<file path="src/rtl/clken_gen_if.sv">
// Control/strobe bundle for clken_gen: PLL lock, realign request, per-channel
// divide/phase/mask fields in, enable strobes and READY out.
interface clken_gen_if #(
  parameter int NCH = 4,
  parameter int DW  = 8
);
  logic              lock;
  logic              sync;
  logic [NCH-1:0]    en;
  logic [NCH*DW-1:0] div;
  logic [NCH*DW-1:0] phase;
  logic [NCH-1:0]    ce;
  logic              ready;

  modport master (output lock, sync, en, div, phase, input  ce, ready);
  modport slave  (input  lock, sync, en, div, phase, output ce, ready);
endinterface

</file>
<file path="src/rtl/clken_gen.sv">
// Multi-channel clock-enable generator: waits for a settled PLL lock, then emits
// per-channel single-cycle strobes with programmable divide, phase and mask.
module clken_gen #(
  parameter int NCH        = 4,
  parameter int DW         = 8,
  parameter int LOCK_DELAY = 200
) (
  input  logic      clki,
  input  logic      rst,
  clken_gen_if.slave bus
);

  localparam int SW = $clog2(LOCK_DELAY) + 1;

  typedef enum logic [1:0] {
    WAIT_LOCK = 2'd0,
    SETTLE    = 2'd1,
    RUN       = 2'd2
  } state_t;

  state_t         state, state_nxt;
  logic           lock_m, lock_s;
  logic [SW-1:0]  settle_cnt, settle_cnt_nxt;
  logic           load;
  logic           run_hold;
  logic [DW-1:0]  cnt     [NCH];
  logic [DW-1:0]  div_f   [NCH];
  logic [DW-1:0]  start_f [NCH];
  logic [NCH-1:0] ce_q;
  logic           ready_q;

  // LOCK comes from the PLL analogue side, so it is retimed before any use.
  always_ff @(posedge clki or posedge rst) begin
    if (rst) begin
      lock_m <= 1'b0;
      lock_s <= 1'b0;
    end else begin
      // NOTE: non-blocking so lock_s takes the previous lock_m, forming two real stages.
      lock_m <= bus.lock;
      lock_s <= lock_m;
    end
  end

  always_ff @(posedge clki or posedge rst) begin
    if (rst) begin
      state      <= WAIT_LOCK;
      settle_cnt <= '0;
      ready_q    <= 1'b0;
    end else begin
      state      <= state_nxt;
      settle_cnt <= settle_cnt_nxt;
      ready_q    <= (state_nxt == RUN);
    end
  end

  always_comb begin
    // NOTE: every output of this block gets a default first so no path infers a latch.
    state_nxt      = state;
    settle_cnt_nxt = settle_cnt;
    load           = 1'b0;
    unique case (state)
      WAIT_LOCK: begin
        if (lock_s) begin
          state_nxt      = SETTLE;
          settle_cnt_nxt = '0;
        end
      end
      SETTLE: begin
        if (!lock_s) begin
          state_nxt = WAIT_LOCK;
        end else if (settle_cnt == SW'(LOCK_DELAY - 1)) begin
          state_nxt = RUN;
          load      = 1'b1;
        end else begin
          settle_cnt_nxt = settle_cnt + SW'(1);
        end
      end
      RUN: begin
        if (!lock_s) state_nxt = WAIT_LOCK;
        else         load      = bus.sync;
      end
      default: state_nxt = WAIT_LOCK;
    endcase
  end

  // Counters only advance while RUN persists; lock loss freezes them and kills CE.
  assign run_hold = (state == RUN) && (state_nxt == RUN);

  for (genvar g = 0; g < NCH; g++) begin : g_field
    assign div_f[g]   = bus.div[g*DW +: DW];
    assign start_f[g] = (bus.phase[g*DW +: DW] > div_f[g]) ? div_f[g]
                                                           : bus.phase[g*DW +: DW];
  end

  // The down-counter reloads from the live DIV only at wrap or load, so it also
  // acts as the period shadow: a DIV change never disturbs a period in progress.
  always_ff @(posedge clki or posedge rst) begin
    if (rst) begin
      // NOTE: counter array is cleared on reset like any other state; it is not a RAM.
      for (int i = 0; i < NCH; i++) cnt[i] <= '0;
      ce_q <= '0;
    end else begin
      ce_q <= '0;
      for (int i = 0; i < NCH; i++) begin
        if (load) begin
          cnt[i] <= start_f[i];
        end else if (run_hold) begin
          if (cnt[i] == '0) begin
            cnt[i]  <= div_f[i];
            ce_q[i] <= bus.en[i];
          end else begin
            cnt[i] <= cnt[i] - DW'(1);
          end
        end
      end
    end
  end

  assign bus.ce    = ce_q;
  assign bus.ready = ready_q;

endmodule

</file>
<file path="src/flat_wrapper.sv">
// flat-port wrapper written by rule: the top's interface ports become plain ports
module clken_gen_flat 
#(
  parameter int NCH        = 4,
  parameter int DW         = 8,
  parameter int LOCK_DELAY = 200
)
  (clki, rst, bus_lock, bus_sync, bus_en, bus_div, bus_phase, bus_ce, bus_ready);
  clken_gen_if #(.NCH(NCH), .DW(DW)) bus_i ();
  input  logic clki;
  input  logic rst;
  input wire logic [$bits(bus_i.lock)-1:0] bus_lock;
  input wire logic [$bits(bus_i.sync)-1:0] bus_sync;
  input wire logic [$bits(bus_i.en)-1:0] bus_en;
  input wire logic [$bits(bus_i.div)-1:0] bus_div;
  input wire logic [$bits(bus_i.phase)-1:0] bus_phase;
  output wire logic [$bits(bus_i.ce)-1:0] bus_ce;
  output wire logic [$bits(bus_i.ready)-1:0] bus_ready;
  assign bus_i.lock = bus_lock;
  assign bus_i.sync = bus_sync;
  assign bus_i.en = bus_en;
  assign bus_i.div = bus_div;
  assign bus_i.phase = bus_phase;
  assign bus_ce = bus_i.ce;
  assign bus_ready = bus_i.ready;
  clken_gen #(.NCH(NCH), .DW(DW), .LOCK_DELAY(LOCK_DELAY)) u_core (.clki(clki), .rst(rst), .bus(bus_i));
endmodule
</file>
<file path="config.mk">
export PLATFORM = sky130hd
export DESIGN_NAME = clken_gen_flat
export DESIGN_NICKNAME = d
export VERILOG_FILES = /design/src/rtl/clken_gen_if.sv /design/src/rtl/clken_gen.sv /design/src/flat_wrapper.sv
export SDC_FILE = /design/constraint.sdc
export NUM_CORES = 1
export LEC_CHECK = 0
export CORE_MARGIN = 1.5
export CORE_UTILIZATION = 51
export CTS_BUF_LIST = sky130_fd_sc_hd__clkbuf_8
export DETAILED_ROUTE_END_ITERATION = 8
export PLACE_DENSITY_LB_ADDON = 0.08
export SLEW_MARGIN = 10
export SYNTH_ARGS = -nofsm -noshare
export SYNTH_HDL_FRONTEND = slang
export SYNTH_SLANG_ARGS = --single-unit
</file>
<file path="constraint.sdc">
create_clock -name clki -period 3.1 [get_ports clki]
set_input_delay 0.62 -clock clki [delete_from_list [all_inputs] [get_ports clki]]
set_output_delay 0.62 -clock clki [all_outputs]
set_load 0.02 [all_outputs]
</file>
Word-level counts from Yosys, hierarchy flattened

Cells that the tools add are included.

Mux-type cells: 41
Add/sub/neg operators: 5
Reductions and logical operators: 9
Equality and inequality tests: 7
$lt $le $gt $ge: 4

Operators with widths:

| operator            | number |
|---|---|
| $mux 8              | 16 |
| $gt 8x8->1          | 4 |
| $logic_not 8->1     | 4 |
| $sub 8x1->8 const B | 4 |
| $mux 9              | 3 |
| $pmux 9 s2          | 1 |
| $mux 1              | 15 |
| $add 9x1->9 const B | 1 |
| $eq 9x8->1 const B  | 1 |
| $mux 2              | 4 |
| $pmux 2 s3          | 1 |
| $eq 2x2->1 const B  | 2 |
| $ne 2x1->1 const B  | 2 |
| $reduce_and 4->1    | 1 |
| $reduce_bool 2->1   | 2 |
| $eq 2x1->1 const B  | 1 |
| $logic_not 2->1     | 1 |
| $ne 2x2->1 const B  | 1 |
| $pmux 1 s2          | 1 |
| $logic_and 1x1->1   | 1 |

Register bits: 50
Input bits: 72

Longest topological paths before layout

Word-level depth: 8
Mapped depth: 10
Gate-level depth less buffers: 8

Worst setup path before layout

OpenSTA, ideal clock, no wires.

Kind: reg-to-reg
Start: reg u_core.state[1]
End: reg u_core.cnt[24] in the netlist's numbering
Setup time: 131 ps
Data required time: 2,969 ps
Clock period less this slack: 2,274 ps
Cell stages (with the launch flop): 11
Slack: 826 ps
Data arrival time: 2,143 ps
Cell sequence: dfrtp_1 -> inv_1 -> ha_1 -> clkbuf_1 -> o211ai_1 -> nand2_1 -> a211oi_2 -> nand3_1 -> clkbuf_1 -> o22ai_1 -> or3_1

Cells in the longest elaborated chain, start to end: 6
Elaborated cells on any way between the ends: 13
Classes of those cells: eq/ne: 3; mux: 7; reduce/logical: 3

Ends and longest elaborated chain:

| item                           | line             | RTL |
|---|---|---|
| start: declaration             | clken_gen.sv:21  | `state_t state, state_nxt;` |
| start signal: assignment       | clken_gen.sv:50  | `state <= state_nxt;` |
| $mux 2                         | clken_gen.sv:71  | `end else if (settle_cnt == SW'(LOCK_DELAY - 1)) begin` |
| $mux 2                         | clken_gen.sv:69  | `if (!lock_s) begin` |
| $pmux 2 s3                     | clken_gen.sv:61  | `unique case (state)` |
| $eq 2x2->1                     | clken_gen.sv:87  | `assign run_hold = (state == RUN) && (state_nxt == RUN);` |
| $logic_and 1x1->1              | clken_gen.sv:87  |  |
| $reduce_bool 2->1 (no line)    | --               |  |
| end signal: indexed assignment | clken_gen.sv:106 | `cnt[i] <= start_f[i];` |
| end signal: indexed assignment | clken_gen.sv:109 | `cnt[i] <= div_f[i];` |
| end signal: indexed assignment | clken_gen.sv:112 | `cnt[i] <= cnt[i] - DW'(1);` |
| end: declaration               | clken_gen.sv:26  | `logic [DW-1:0] cnt [NCH];` |

Several ways; a longest one is shown, not always the timed one.
A chain may end at the register's enable or synchronous reset.

Final worst setup path

Start: reg u_core.state[1]
End: reg u_core.cnt[0] in the netlist's numbering

The elaborated chain is that of the path after synthesis.

==> impl_metrics.env <==
export IMPL_ir_drop_uv=221
export IMPL_finalHoldViolCount=0
export IMPL_internal_power_mw=1.31
export IMPL_cts_root_buf="clkbuf_8"
export IMPL_cp_end_kind="flip-flop"
export IMPL_ys_types=54
export IMPL_cts_max_level=2
export IMPL_coreArea_sq_um=8180
export IMPL_final_common_cell="clkdlybuf4s50_1"
export IMPL_drc=0
export IMPL_maxCapViolCount=0
export IMPL_die_area_sq_um=8980
export IMPL_layout_cells_non_filler=686
export IMPL_p_seq_frac=0.415
export IMPL_cpMostUsedCell="a21oi_1"
export IMPL_final_area_sq_um=5310
export IMPL_power_leakage_nw=2.19
export IMPL_syn_inst=505
export IMPL_rows=33
export IMPL_tightestPinTransition_ps=613
export IMPL_rsz0062_at_grt="no"
export IMPL_final_cell_mix="clkdlybuf4s50_1, dfrtp_1, inv_1"
export IMPL_setup_ws_ps=368
export IMPL_drt_vias_per_instance=6.07
export IMPL_gr_total_overflow=0
export IMPL_hold_path_depth=0
export IMPL_synth_top_cell_area_share=0.291
export IMPL_rr_worst_depth=9
export IMPL_hp_class="reg -> reg"
export IMPL_ys_warn_count=0
export IMPL_netlist_top_cell_by_area="dfrtp_1"
export IMPL_cp_max_fo=12
export IMPL_drt_pass1_iterations=7
export IMPL_max_slew_margin=0.587
export IMPL_min_period_ps=2730
export IMPL_via_count=4167
export IMPL_nNetsFinal=697
export IMPL_clkSlewWorstSetupHoldPaths_ps=110
export IMPL_status="completed"
export IMPL_cts_tree="built"
export IMPL_skew_ps=15.3
export IMPL_ant_nets=0
export IMPL_multi_input_area_sq_um=2760
export IMPL_ys_seq_elements=50
export IMPL_syn_avg_cell_area_sq_um=8.51
export IMPL_portBuffers=76
export IMPL_nFillCells=692
export IMPL_syn_nets=622
export IMPL_cts_resized_gates=0
export IMPL_timing_hold_ws_ps=383
export IMPL_power_switching_mw=0.696
export IMPL_seq_area_sq_um=1250
export IMPL_start_util=0.526
export IMPL_cts_made_buffers=5
export IMPL_async_flop_share=1.00
export IMPL_combPwrFrac=0.345
export IMPL_numClockSinks=50
export IMPL_cts_setup_buffers=0
export IMPL_setup_tns_ps=0
export IMPL_first_global_vias=4048
export IMPL_synth_ff_type="dfrtp_1"
export IMPL_powerDensity_nw_per_um2=378
export IMPL_totalWireLength_um=11000
export IMPL_place_ws_ps=245
export IMPL_ios=77
export IMPL_cts_hold_fix_buffers=0
export IMPL_dpl_hpwl_um=8410
export IMPL_fmax_ghz=0.366
export IMPL_antenna_found_initial=0
export IMPL_grt_pass1_wl_um=18300
export IMPL_wl_per_cell_um=16.1
export IMPL_placed_cell_area_sq_um=5200
export IMPL_slew_viol_final=0
export IMPL_cts_buffer_depth=2
export IMPL_fin_crit_sh=0.881
export IMPL_ys_seq_area_frac=0.291
export IMPL_critPathKind="reg -> reg"
export IMPL_place_congestion=0.846
export IMPL_drive_above_1_share=0.0637
export IMPL_syn_cell_area_sq_um=4300
export IMPL_synth_edf_count=0
export IMPL_setup_viol=0
export IMPL_track_usage=0.256
export IMPL_clk_latency_ps=310
export IMPL_die_w_um=94.8
export IMPL_grt_max_degree=33
export IMPL_dp_cells=678
export IMPL_antenna_cells=0
export IMPL_die_h_um=94.8
export IMPL_syn_to_final_growth_pct=23.6
export IMPL_drt_iter0_drc=147
export IMPL_synth_area_leaders="dfrtp_1, ha_1, a311oi_1"
export IMPL_p_clk_frac=0.240
export IMPL_worst_setup_path_start_kind="flip-flop"
export IMPL_critPathSlowestCell="nor4_1"
export IMPL_path_cells="inv_1, ha_1, nand2_1, a2111o_1, nor4_1, buf_4, a21oi_1, a21oi_1, or3_1"
export IMPL_cp_arrival_ps=2980
export IMPL_switching_share=0.346
export IMPL_cpPeakStageDelay_ps=540
export IMPL_required_ps=3350
[state kept, by name (all words and copies together), names as in the netlist]
signal / cells
u_core.cnt: 32
u_core.bus.ready: 1
u_core.state: 2
u_core.lock_m: 1
u_core.lock_s: 1
u_core.bus.ce: 4
u_core.settle_cnt: 9
[synthesized netlist by cell type, types with 2 or more instances]
cell	instances
dfrtp_1	50
inv_1	48
ha_1	45
nor2_1	37
a21oi_1	35
nor3_1	31
o22ai_1	27
nand2_1	26
a311oi_1	23
clkbuf_1	14
o21ai_0	14
nand3_1	13
mux2i_1	12
nand4_1	11
xor2_1	9
a31oi_1	8
o211ai_1	8
xnor2_1	8
nand2b_1	6
buf_2	5
nor4_1	5
o41ai_1	5
a21boi_0	4
mux2_2	4
nand3b_1	4
nor2b_1	4
nor3b_1	4
o221ai_1	4
o32a_1	4
or3_1	4
a211o_1	3
a22o_1	3
and2_1	2
and3_1	2
buf_6	2
nand2_2	2
nor4b_1	2
[per-layer routing]
layer,GRT usage,wire [um],up-vias
li1,-,-,2060
met1,0.322,4960,1958
met2,0.446,5240,136
met3,0.0419,697,13
met4,0.0771,151,0
met5,0,0,-
[critical path, delay by kind of cell, from the launching register on]
family	cells	cell delay, ps
AOI/OAI and AO/OA	3	640
adders and majority gates	1	430
DFF	1	430
and+or+nand+nor	3	780
buffers and inverters	2	380
[final cells by class]
class / instances / area share
Sequential cell: 50 / 0.236
Timing Repair Buffer: 90 / 0.165
Clock inverter: 3 / 0.00848
Tap cell: 105 / 0.0247
Inverter: 48 / 0.0339
Multi-Input combinational cell: 385 / 0.519
Clock buffer: 5 / 0.0130
[power by group through the flow]
stage	sequential [mW]	clock, mW	combinational, mW
floorplan	0.817	0	0.475
global placement	0.839	0	0.668
detailed placement	0.845	0	0.687
CTS	0.831	0.482	0.692
global route	0.847	0.516	0.773
finish	0.834	0.482	0.694
[final timing paths]
| check | start | endpoint | slack [ps] |
|---|---|---|---|
| min in group asynchronous | rst | u_core.cnt[21] | 660 |
| max in group asynchronous | rst | u_core.cnt[23] | 1880 |
| hold / removal | u_core.lock_m | u_core.lock_s | 380 |
| hold reg to reg | u_core.lock_m | u_core.lock_s | 380 |
| setup reg to reg | u_core.state[1] | u_core.cnt[0] | 370 |
| setup / recovery | u_core.state[1] | u_core.cnt[0] | 370 |
[cell families (layout without fill, tap and decap cells)]
| group | after synthesis | after routing | share of synthesized area |
|---|---|---|---|
| compound gates | 148 | 148 | 0.243 |
| xor+xnor | 17 | 17 | 0.0347 |
| fa+ha+maj | 45 | 45 | 0.131 |
| mux | 16 | 16 | 0.0384 |
| flops | 50 | 50 | 0.291 |
| buf+inv | 70 | 146 | 0.0670 |
| simple gates | 159 | 159 | 0.195 |
[metrics by stage]
step	util	power [mW]
2_1_floorplan	-	1.29
3_3_place_gp	0.636	1.51
3_5_place_dp	0.636	1.53
4_1_cts	0.650	2.00
5_1_grt	0.650	2.14
6_report	0.650	2.01
Power figures use the tool's default switching activity.
